## src/rtl/lock_input_conditioner.sv

```systemverilog
`default_nettype none
// ============================================================================
// Module      : lock_input_conditioner
// Description : Per-channel 2-FF sync, consecutive-sample debounce, edge pulses
//               and a chord (multi-press) flag for the code-lock front end.
// Revision    : 1.0 - initial release
// ============================================================================
module lock_input_conditioner #(
    parameter int N_CH      = 4,
    parameter int DEB_COUNT = 1000,
    parameter int CNT_W     = 16
) (
    input  logic            clk,
    input  logic            rst_n,
    input  logic            ena,
    input  logic [N_CH-1:0] btn_raw,
    output logic [N_CH-1:0] btn_level,
    output logic [N_CH-1:0] btn_press,
    output logic [N_CH-1:0] btn_release,
    output logic            multi_press
);

    localparam logic [CNT_W-1:0] c_cnt_max = CNT_W'(DEB_COUNT - 1);

    logic [N_CH-1:0]  sync1_q;
    logic [N_CH-1:0]  sync2_q;
    logic [N_CH-1:0]  level_q;
    logic [N_CH-1:0]  level_d;
    logic [CNT_W-1:0] cnt_q [N_CH];
    logic [CNT_W-1:0] cnt_d [N_CH];
    logic [N_CH-1:0]  press_q;
    logic [N_CH-1:0]  press_d;
    logic [N_CH-1:0]  release_q;
    logic [N_CH-1:0]  release_d;
    logic             multi_q;
    logic             multi_d;

    // Synchronizer runs regardless of ena so s2 is always current.
    always_ff @(posedge clk or negedge rst_n) begin
        if (!rst_n) begin
            sync1_q <= '0;
            sync2_q <= '0;
        end else begin
            sync1_q <= btn_raw;
            sync2_q <= sync1_q;
        end
    end

    always_comb begin
        for (int i = 0; i < N_CH; i++) begin
            cnt_d[i]     = cnt_q[i];
            level_d[i]   = level_q[i];
            press_d[i]   = 1'b0;
            release_d[i] = 1'b0;
            if (ena) begin
                if (sync2_q[i] == level_q[i]) begin
                    cnt_d[i] = '0;
                end else if (cnt_q[i] == c_cnt_max) begin
                    level_d[i]   = sync2_q[i];
                    cnt_d[i]     = '0;
                    press_d[i]   = sync2_q[i];
                    release_d[i] = ~sync2_q[i];
                end else begin
                    cnt_d[i] = cnt_q[i] + CNT_W'(1);
                end
            end
        end
        // x & (x-1) clears the lowest set bit: non-zero iff two or more bits set.
        multi_d = |(press_d & (press_d - N_CH'(1)));
    end

    always_ff @(posedge clk or negedge rst_n) begin
        if (!rst_n) begin
            level_q   <= '0;
            press_q   <= '0;
            release_q <= '0;
            multi_q   <= 1'b0;
            for (int i = 0; i < N_CH; i++) begin
                cnt_q[i] <= '0;
            end
        end else begin
            level_q   <= level_d;
            press_q   <= press_d;
            release_q <= release_d;
            multi_q   <= multi_d;
            for (int i = 0; i < N_CH; i++) begin
                cnt_q[i] <= cnt_d[i];
            end
        end
    end

    assign btn_level   = level_q;
    assign btn_press   = press_q;
    assign btn_release = release_q;
    assign multi_press = multi_q;

endmodule
`default_nettype wire
```

## config.mk

```make
export PLATFORM = sky130hd
export DESIGN_NAME = lock_input_conditioner
export DESIGN_NICKNAME = d
export VERILOG_FILES = /design/src/rtl/lock_input_conditioner.sv
export SDC_FILE = /design/constraint.sdc
export NUM_CORES = 1
export LEC_CHECK = 0
export CORE_MARGIN = 2
export CORE_UTILIZATION = 45
export CTS_BUF_LIST = sky130_fd_sc_hd__clkbuf_16
export CTS_CLUSTER_DIAMETER = 200
export CTS_CLUSTER_SIZE = 12
export DETAILED_ROUTE_END_ITERATION = 12
export GPL_TIMING_DRIVEN = 0
export PLACE_DENSITY = 0.62
export SYNTH_ARGS = -nofsm -noshare
export SYNTH_HDL_FRONTEND = slang
export SYNTH_SLANG_ARGS = --single-unit
export TNS_END_PERCENT = 50
```

## constraint.sdc

```tcl
create_clock -name clk -period 5.7 [get_ports clk]
set_input_delay 0.855 -clock clk [delete_from_list [all_inputs] [get_ports clk]]
set_output_delay 0.855 -clock clk [all_outputs]
set_load 0.05 [all_outputs]
```

# ---- Word-level counts from Yosys, hierarchy flattened
# Cells that the tools add are included.
# Widths: inputs -> output; s select.
dict set report word_totals {
  ff_bits 85
  latchBits 0
  ram_bits 0
  romBits 0
  input_bits 7
  output_inout_bits 13
  elab_cells 72
  memories 0
}
dict set report op_classes {
  n_addsub 5
  n_mul 0
  n_div 0
  n_lt_le_gt_ge 0
  eq_ne 8
  shift 0
  muxes 32
  bitwise 9
  n_reduce_logical 5
}
# op count
set ops {}
lappend ops {{$mux 16} 8}
lappend ops {{$add 16x1->16 const B} 4}
lappend ops {{$eq 16x10->1 const B} 4}
lappend ops {{$mux 1} 24}
lappend ops {{$reduce_and 3->1} 4}
lappend ops {{$not 1->1} 8}
lappend ops {{$and 4x4->4} 1}
lappend ops {{$eq 1x1->1} 4}
lappend ops {{$reduce_or 4->1} 1}
lappend ops {{$sub 4x1->4 const B} 1}

# ---- Longest topological paths before layout
# Gate-level depths: netlist of run 1.
dict set report logic_depth {
  ltp_word 7
  depth_mapped 8
  ltp_nobuf 6
}

# ---- Worst setup path before layout of run 1
# Ideal clock, no wire load.
dict set report synth_timing {
  kind {input-to-reg}
  start {in ena}
  end {reg cnt_q[39] in the netlist's numbering}
  setup_ns 0.082
  arrival_time_ns 2.036
  required_ns 5.618
  path_slack_ns 3.582
  cell_stages 6
  path_buffers 2
  path_cell_list {clkbuf_1 > nand2_1 > nor2_1 > clkbuf_1 > a21oi_1 > a31oi_1}
}
# element line
set synth_rtl {}
lappend synth_rtl {{start, declared} 15} ;# input logic ena,
lappend synth_rtl {{end signal, assigned by index} 87} ;# cnt_q[i] <= cnt_d[i];
lappend synth_rtl {{end, declared} 29} ;# logic [CNT_W-1:0] cnt_q [N_CH];

# ---- Final worst setup path of run 1
dict set report layout_timing {
  start {reg level_q[2] (netlist: btn_level[2])}
  end {out btn_level[2]}
}
# element line
set layout_rtl {}
lappend layout_rtl {{start, declared} 27} ;# logic [N_CH-1:0] level_q;
lappend layout_rtl {{start signal, assigned} 82} ;# level_q <= level_d;
lappend layout_rtl {{end, declared} 17} ;# output logic [N_CH-1:0] btn_level,
# No word-level cell between the ends.

==> results of run 1 <==
[cells by family after synthesis]
logic type                 Yosys count  synth area share, %
muxes                                7                 1.69
xor gates and xnor gates             8                 1.63
adders and majority gates            4                 1.17
DFF                                 85                 49.5
AOI/OAI and AO/OA                  117                 17.6
buffers and inverters               34                 3.18
and+or+nand+nor                    194                 25.2
[power by group through the flow]
stage	registers [mW]	logic, mW	clock network (mW)
after detailed placement	0.640	0.0810	0
after floorplan	0.637	0.0458	0
final	0.628	0.0802	0.671
after CTS	0.628	0.0818	0.686
after global routing	0.630	0.0920	0.716
after global placement	0.639	0.0774	0
[flip-flops by register name, indices dropped and copies added (netlist names)]
| name | count |
|---|---|
| btn_level | 4 |
| btn_press | 4 |
| btn_release | 4 |
| cnt_q | 64 |
| multi_press | 1 |
| sync1_q | 4 |
| sync2_q | 4 |
[synth_stat cells, types with 10 or more instances]
| master | number | area share (%) |
|---|---|---|
| a31oi_1 | 22 | 3.2 |
| nor2_1 | 22 | 1.9 |
| nand2_1 | 47 | 4.1 |
| nand4_1 | 10 | 1.5 |
| o21ai_0 | 29 | 3.4 |
| a22o_1 | 12 | 2.4 |
| clkbuf_1 | 17 | 1.5 |
| and3_1 | 11 | 1.6 |
| a21oi_1 | 17 | 2.0 |
| nand3_1 | 32 | 3.7 |
| nor3_1 | 21 | 2.4 |
| dfrtp_1 | 85 | 50 |
| inv_1 | 15 | 1.3 |
[worst max-delay path by stage]
| stage | from | end | slack [ns] | cells past startpoint |
|---|---|---|---|---|
| after floorplan | ena | cnt_q[39]$_DFFE_PN0P_ | 3.58 | 6 |
| after global placement | rst_n | cnt_q[21]$_DFFE_PN0P_ | 0.60 | 1 |
| after detailed placement | ena | cnt_q[43]$_DFFE_PN0P_ | 2.86 | 6 |
| after CTS | btn_level[2]$_DFFE_PN0P_ | btn_level[2] | 3.18 | 1 |
| after global routing | ena | cnt_q[39]$_DFFE_PN0P_ | 2.96 | 6 |
| final | btn_level[2]$_DFFE_PN0P_ | btn_level[2] | 3.19 | 1 |
[layer usage]
metal / GRT usage (%) / vias to the layer above / part of all wire (%)
met5: 0 / - / 0
met4: 7.80 / 0 / 2.0
met3: 3.38 / 16 / 3.6
met2: 33.4 / 62 / 46
met1: 32.3 / 1795 / 48
li1: - / 1751 / -
[per-stage QoR]
stage          setup WS, ns  hold WS [ns]  util, %  area (um2)
2_1_floorplan          3.58         0.331        -        4290
3_3_place_gp          0.604         0.336     50.2        4630
3_5_place_dp           2.86         0.339     50.4        4660
4_1_cts                3.18         0.354     54.1        5000
5_1_grt                2.96         0.356     54.1        5000
6_report               3.19         0.349     54.1        5000
[area by class of cell]
type	instances	area share, %
Buffer	19	1.60
Clock buffer	9	4.51
Clock inverter	7	2.28
Inverter	15	1.13
Multi-Input combinational cell	330	40.6
Sequential cell	85	42.6
Tap cell	129	3.23
Timing Repair Buffer	19	4.11
==> metrics.txt, run 1 <==
post-CTS setup buffer count=0; total design power=about 1.4 mW; Async S/R FF share, synth=between 90% and 100%; Distinct cells, synth=between 50 and 60; sequential cell area=about 0.0021 mm2; Rows=35; cell family with most CP delay=buffers and inverters; number of synthesized flops with an enable pin=0; status=finished clean; register share of total power=between 40% and 50%; CP Buf/Inv Count=1; Max clock buf depth=2; r2r worst-path depth=7; Final Wtd Congestion=0.865; Worst Tran Pin Value=~0.83 ns; worst flop-to-flop path endpoint=cnt_q[21]$_DFFE_PN0P_; Fill cells=841; Reg2Reg Setup Slack=approximately 3.2 ns; port bufs=18; core area=0.00924 mm2; slew margin rel.=around 44%; Synthesis Warnings=0; Net Count, Synth=460; CTS resizes=0; largest net degree at the start of global routing=between 40 and 50; Seq/Total Area, Yosys=between 40% and 50%; Final period util=~44%; Routed WL=approximately 10 mm; leading cell type in the layout, fill and taps excluded=dfrtp_1; Pins Over Slew Limit=0; dpl hpwl=6.81 mm; I/O pin count=20; vias per cell=between 5 and 6; multi-input logic area=roughly 0.0020 mm2; sw frac=a little under a quarter; final hold violations=0; leakage=2.07 nW; Clock power frac=roughly half; CP required=4.85 ns; CP cell instances=clkdlybuf4s50_1; nets=490; sw power=0.311 mW; Yosys reg bits=85; Die W=just over 100 um; Setup Skew=just under 0.008 ns; R2R Path Start=cnt_q[21]$_DFFE_PN0P_; share of cells above drive strength 1=just under 6%; ANT cells=0; CTS Hold Buffers Added=0; root buf cell=clkbuf_16; vias in the first global route=approximately 3600; Fmax achieved=around 400 MHz; CP Launch Type=flop; Worst setup EP type=output port; Inserted Clock Buffers=9; starting density of the core=46.5%; slowest CP cell=clkdlybuf4s50_1; Setup Viol. Count Final=0; total grt overflow=0; area grow syn2layout=16.4%; Gate power share=under 10%; DR pass1 iterations=4; DR iter-0 viols=approximately 170; P_int=roughly 1.1 mW; Worst Hold Launch=sync1_q[3]$_DFF_PN0_; most frequent cells in the layout=dfrtp_1, nand2_1, nand3_1, o21ai_0; antenna violations before repair=0; Die Span Y=about 100 um; first-pass GRT wire length=approximately 18 mm; Layout Cells excl Fill=~610; remaining routing DRC violations=0; total die area=around 0.010 mm2; Worst-Skew Late Latency=about 0.34 ns; H-tree depth=3; crit-path max FO=5; Post-Synthesis Cells=between 400 and 500; max-cap violations=0; Syn Area/Cell=~9.6 um2; Final min period=roughly 2.5 ns; Post-Syn Area=about 0.0043 mm2; post-route ant nets=0; via count=3624; WL per Instance=between 15 and 20 um; Reg clk slew, reported paths=0.06 ns; # clock sinks=85; Worst path max stage delay=0.85 ns; unrepaired setup endpoints after global routing=false; WS Path Type=flop to output port; Inst Count DP=just under 600; Fin Setup TNS=0 ns; total track usage=roughly 22%; Synth Flop Type=dfrtp_1; hold path cells=0; Hold Crit Class=flop to flop; Pwr Density=between 200 and 300 mW/mm2; WHS Endpoint=sync2_q[3]$_DFF_PN0_; CP Data Arrival Time=1.65 ns; Peak VDD IR=between 150 and 200 uV; CTS tree=built
Power figures use the tool's default switching activity.
==> run 2: changes to the inputs <==
Settings changed: PLACE_DENSITY 0.62 to 0.65.
Clock period 5.7 ns to 2.2 ns, I/O delays scaled along.
==> metrics.txt, run 2 (synthesis gave the netlist of run 1 again) <==
slew margin rel.=41.2% (-3.1 points); area grow syn2layout=16.6%; WS Path Type=flop to flop; total track usage=20.9% (-1.1 points); total die area=0.0103 mm2 (unchanged); Pins Over Slew Limit=0 (unchanged); Setup Viol. Count Final=0 (unchanged); most frequent cells in the layout=dfrtp_1, nand2_1, nand3_1, o21ai_0, a31oi_1; CP required=2.45 ns (-2.40 ns); nets=495 (+1.0%); Routed WL=10.2 mm (about the same); DR iter-0 viols=168 (+1.8%); H-tree depth=3 (unchanged); Pwr Density=639 mW/mm2 (+130%); failing checks=negative hold slack; Fin Setup TNS=0 ns (unchanged); I/O pin count=20 (unchanged); port bufs=18 (unchanged); via count=3608 (-0.44%); Reg clk slew, reported paths=0.06 ns (about the same); Fill cells=812 (-3.4%); core area=0.00924 mm2 (unchanged); Hold WS=-0.0176 ns (-0.366 ns); largest net degree at the start of global routing=44 (unchanged); crit-path max FO=6 (+1); leakage=2.08 nW (+0.33%); total design power=3.20 mW (+130%); Worst-Skew Late Latency=0.34 ns (about the same); r2r worst-path depth=5 (-2); share of cells above drive strength 1=9.45% (+3.7 points); remaining routing DRC violations=0 (unchanged); Worst Tran Pin Value=0.876 ns (+0.0461 ns); Worst setup EP type=flop; CP Data Arrival Time=2.44 ns (+0.79 ns); final hold violations=13 (+13); vias per cell=5.86 (-0.93%); Max clock buf depth=2 (unchanged); Largest Register=cnt_q; vias in the first global route=3438 (-3.3%); Peak VDD IR=347 uV (+120%); root buf cell=clkbuf_16; DR pass1 iterations=5 (+1); Hold Crit Class=input pin to asynchronous set/reset pin; CTS tree=built; CP Launch Type=flop; antenna violations before repair=0 (unchanged); number of flip-flops in the largest register=64 (unchanged); total grt overflow=0 (unchanged); max-cap violations=0 (unchanged); unrepaired setup endpoints after global routing=true; starting density of the core=46.5% (unchanged); Setup Skew=0.00485 ns (-0.00297 ns); first-pass GRT wire length=16.8 mm (-5.7%); ANT cells=0 (unchanged); Rows=35 (unchanged); dpl hpwl=6.77 mm (-0.53%); Final period util=~99%; # clock sinks=85 (unchanged); Die W=102 um (unchanged); Inserted Clock Buffers=9 (unchanged); Fmax achieved=458 MHz; post-route ant nets=0 (unchanged); Final Wtd Congestion=0.902 (+4.4%); WL per Instance=16.5 um (-0.57%); CTS Hold Buffers Added=0 (unchanged); leading cell type in the layout, fill and taps excluded=dfrtp_1; Final min period=2.18 ns; Die Span Y=102 um (unchanged); status=finished, violations left
-- run 2: worst paths after layout --
check                                       from                     to  slack [ns]
setup / recovery           cnt_q[36]$_DFFE_PN0P_  multi_press$_DFF_PN0_        0.02
hold / removal                             rst_n  cnt_q[57]$_DFFE_PN0P_       -0.02
setup reg to reg           cnt_q[36]$_DFFE_PN0P_  multi_press$_DFF_PN0_        0.02
hold reg to reg             sync1_q[1]$_DFF_PN0_   sync2_q[1]$_DFF_PN0_        0.35
max in group asynchronous                  rst_n  cnt_q[20]$_DFFE_PN0P_        1.61
min in group clk            sync1_q[1]$_DFF_PN0_   sync2_q[1]$_DFF_PN0_        0.35
-- run 2: cell type report --
type / count / area (um2) / share of cell area (%)
buffer: 17 / 82.6 / 1.65
inverter: 15 / 56.3 / 1.12
sequential: 85 / 2130 / 42.5
multi-input combinational: 330 / 2060 / 41.2
clock inverter: 5 / 31.3 / 0.625
tap: 129 / 161 / 3.22
timing repair buffer: 26 / 258 / 5.15
clock buffer: 9 / 225 / 4.50
-- run 2: repair_timing --
item	4_1_cts	5_1_grt
gates resized for setup	6	13
buffers inserted	0	7
pin swaps	0	7
endpoints found under the setup margin	26	32
-- run 2: per-stage QoR --
step	hold slack, ns	utilization, %	instances	area, um2	worst slack (ns)
finish	-0.0176	54.2	616	5010	0.0173
global route	0.0333	54.2	616	5010	-0.00917
CTS	0.0116	53.3	610	4920	-0.0228
detailed placement	0.336	50.4	597	4660	-0.196
global placement	0.333	50.2	596	4630	-2.37
floorplan	0.0344	-	449	4290	0.183
-- run 2: routing by layer --
| layer | global-route usage, % | part of all wire (%) | up-vias |
|---|---|---|---|
| met4 | 8.21 | 1.2 | 0 |
| met3 | 3.11 | 3.6 | 9 |
| met5 | 0 | 0 | - |
| li1 | - | - | 1744 |
| met2 | 32.6 | 47 | 67 |
| met1 | 29.5 | 48 | 1788 |
-- run 2: report_power, final --
part | switching [mW] | internal (mW)
combinational | 0.139 | 0.0760
clock | 0.609 | 0.745
sequential | 0.0343 | 1.60
-- run 2: critical path: stages (launching register included) --
cell	delay (ns)
dfrtp_2	0.44
or4_4	0.57
or4_4	0.57
nor3b_4	0.28
a221oi_2	0.08
nor2_1	0.16
==> run 3: changes to the inputs <==
Settings changed: HOLD_SLACK_MARGIN set to 0.02, SKIP_LAST_GASP set to 1.
==> metrics.txt, run 3 (synthesis gave the netlist of run 1 again) <==
I/O pin count=20 (unchanged); Worst setup EP type=flop; slew margin rel.=41.8% (+0.61 points); Setup Viol. Count Final=1 (+1); post-route ant nets=0 (unchanged); vias in the first global route=3435 (-0.087%); register share of total power=51.1% (+0.2 points); Placed Area=0.00466 mm2 (unchanged); Worst Tran Pin Value=0.867 ns (-0.00904 ns); Final WS setup=-0.00651 ns (-0.0238 ns); Rows=35 (unchanged); leakage=2.04 nW (-1.6%); Post-Place Setup Slack=-0.196 ns (unchanged); P_int=2.41 mW (-0.11%); Setup Skew=0.00688 ns (+0.00203 ns); total grt overflow=0 (unchanged); Final period util=100% (+1.1 points); finished layout cell area=0.00494 mm2 (-1.2%); Max clock buf depth=2 (unchanged); Pwr Density=644 mW/mm2 (+0.84%); antenna violations before repair=0 (unchanged); total die area=0.0103 mm2 (unchanged); most frequent cells in the layout=dfrtp_1, nand2_1, nand3_1, o21ai_0, a31oi_1; Routed WL=10.1 mm (-0.82%); Worst-Skew Late Latency=0.34 ns (about the same); remaining routing DRC violations=0 (unchanged); # clock sinks=85 (unchanged); CP required=2.45 ns (about the same); via count=3574 (-0.94%); total track usage=20.9% (about the same); final hold violations=0 (-13); Gate power share=6.6% (about the same); DR iter-0 viols=170 (+1.2%); Inserted Clock Buffers=9 (unchanged); vias per cell=5.86 (about the same); share of cells above drive strength 1=7.48% (-2.0 points); first-pass GRT wire length=16.8 mm (about the same); Final min period=2.21 ns (+0.0238 ns); starting density of the core=46.5% (unchanged); H-tree depth=3 (unchanged); sw frac=24.2% (-0.21 points); Fmax achieved=453 MHz (-1.1%); Final Wtd Congestion=0.902 (unchanged); Hold Crit Class=flop to flop; root buf cell=clkbuf_16; leading cell type in the layout, fill and taps excluded=dfrtp_1; number of flip-flops in the largest register=64 (unchanged); max-cap violations=0 (unchanged); nets=489 (-1.2%); CP Data Arrival Time=2.46 ns (+0.02 ns); area grow syn2layout=15.2%; largest net degree at the start of global routing=44 (unchanged); failing checks=negative setup slack; Die Span Y=102 um (unchanged); core area=0.00924 mm2 (unchanged); Largest Register=cnt_q; CTS tree=built; status=finished, violations left; unrepaired setup endpoints after global routing=true; port bufs=18 (unchanged); DR pass1 iterations=4 (-1); crit-path max FO=8 (+2); ANT cells=0 (unchanged); sw power=0.772 mW (-1.3%); Clock power frac=42.2% (about the same); Die W=102 um (unchanged); Peak VDD IR=349 uV (+0.62%); CP Launch Type=flop; Reg clk slew, reported paths=0.06 ns (about the same); dpl hpwl=6.77 mm (unchanged); WL per Instance=16.5 um (+0.16%); Pins Over Slew Limit=0 (unchanged); WS Path Type=flop to flop
==> run 3: cell types whose count changed in the layout (fill, tap and decap cells not counted), sizes merged <==
cell / previous run / this run
buf: 12 / 6
clkbuf: 23 / 22
dlygate4sd3: 0 / 1
==> run 3: worst paths after layout <==
check,start,end,slack [ns],cells after the start
worst max-delay path,cnt_q[42]$_DFFE_PN0P_,multi_press$_DFF_PN0_,-0.007,6
max in group asynchronous,rst_n,cnt_q[17]$_DFFE_PN0P_,1.06,3
worst min register to register,sync1_q[1]$_DFF_PN0_,sync2_q[1]$_DFF_PN0_,0.35,0
min in group asynchronous,rst_n,cnt_q[57]$_DFFE_PN0P_,0.53,2
worst max register to register,cnt_q[42]$_DFFE_PN0P_,multi_press$_DFF_PN0_,-0.007,6
worst min-delay path,sync1_q[1]$_DFF_PN0_,sync2_q[1]$_DFF_PN0_,0.35,0
==> run 3: power by group through the flow <==
stage	Clock [mW]	Combinational (mW)	Sequential, mW
finish	1.35	0.211	1.63
global route	1.45	0.238	1.63
CTS	1.38	0.212	1.63
detailed placement	0	0.209	1.66
global placement	0	0.199	1.66
floorplan	0	0.119	1.65
==> run 3: final cells by class <==
cell class | count | area, um2
Sequential cell | 85 | 2130
Inverter | 15 | 56.3
Tap cell | 129 | 161
Multi-Input combinational cell | 330 | 2050
Timing Repair Buffer | 21 | 223
Fill cell | 822 | 4300
Buffer | 16 | 75.1
Clock buffer | 9 | 225
Clock inverter | 5 | 31.3
==> run 3: repair_timing <==
action | 4_1_cts | 5_1_grt
buffers inserted | 0 | 1
resized for setup | 4 | 9
hold buffers | 1 | 0
cloned | 0 | 0
hold endpoints to repair | 19 | 0
pin swaps | 0 | 1
setup endpoints to repair | 26 | 39
==> run 3: worst max-delay path, stage by stage (launching register included) <==
cell,delay (ns)
dfrtp_1,0.38
buf_6,0.13
or4_4,0.54
or4_4,0.57
nor3b_4,0.24
a221oi_1,0.11
nor2_1,0.15
==> run 3: through the flow <==
step / power (mW) / TNS [ns] / instances / util (%) / hold slack, ns
after floorplan: 1.77 / 0 / 449 / - / 0.0344
after global routing: 3.32 / -0.511 / 610 / 53.5 / 0.357
after global placement: 1.86 / -202.97 / 596 / 50.2 / 0.333
after detailed placement: 1.87 / -2.57 / 597 / 50.4 / 0.336
final: 3.19 / -0.00651 / 610 / 53.5 / 0.348
after CTS: 3.23 / -0.0802 / 611 / 53.4 / 0.350
==> run 3: metal layers <==
| metal | vias up | share of wire, % | track usage [%] |
|---|---|---|---|
| li1 | 1740 | - | - |
| met1 | 1758 | 48 | 29.5 |
| met2 | 67 | 47 | 32.6 |
| met3 | 9 | 3.2 | 3.11 |
| met4 | 0 | 1.8 | 8.21 |
| met5 | - | 0 | 0 |
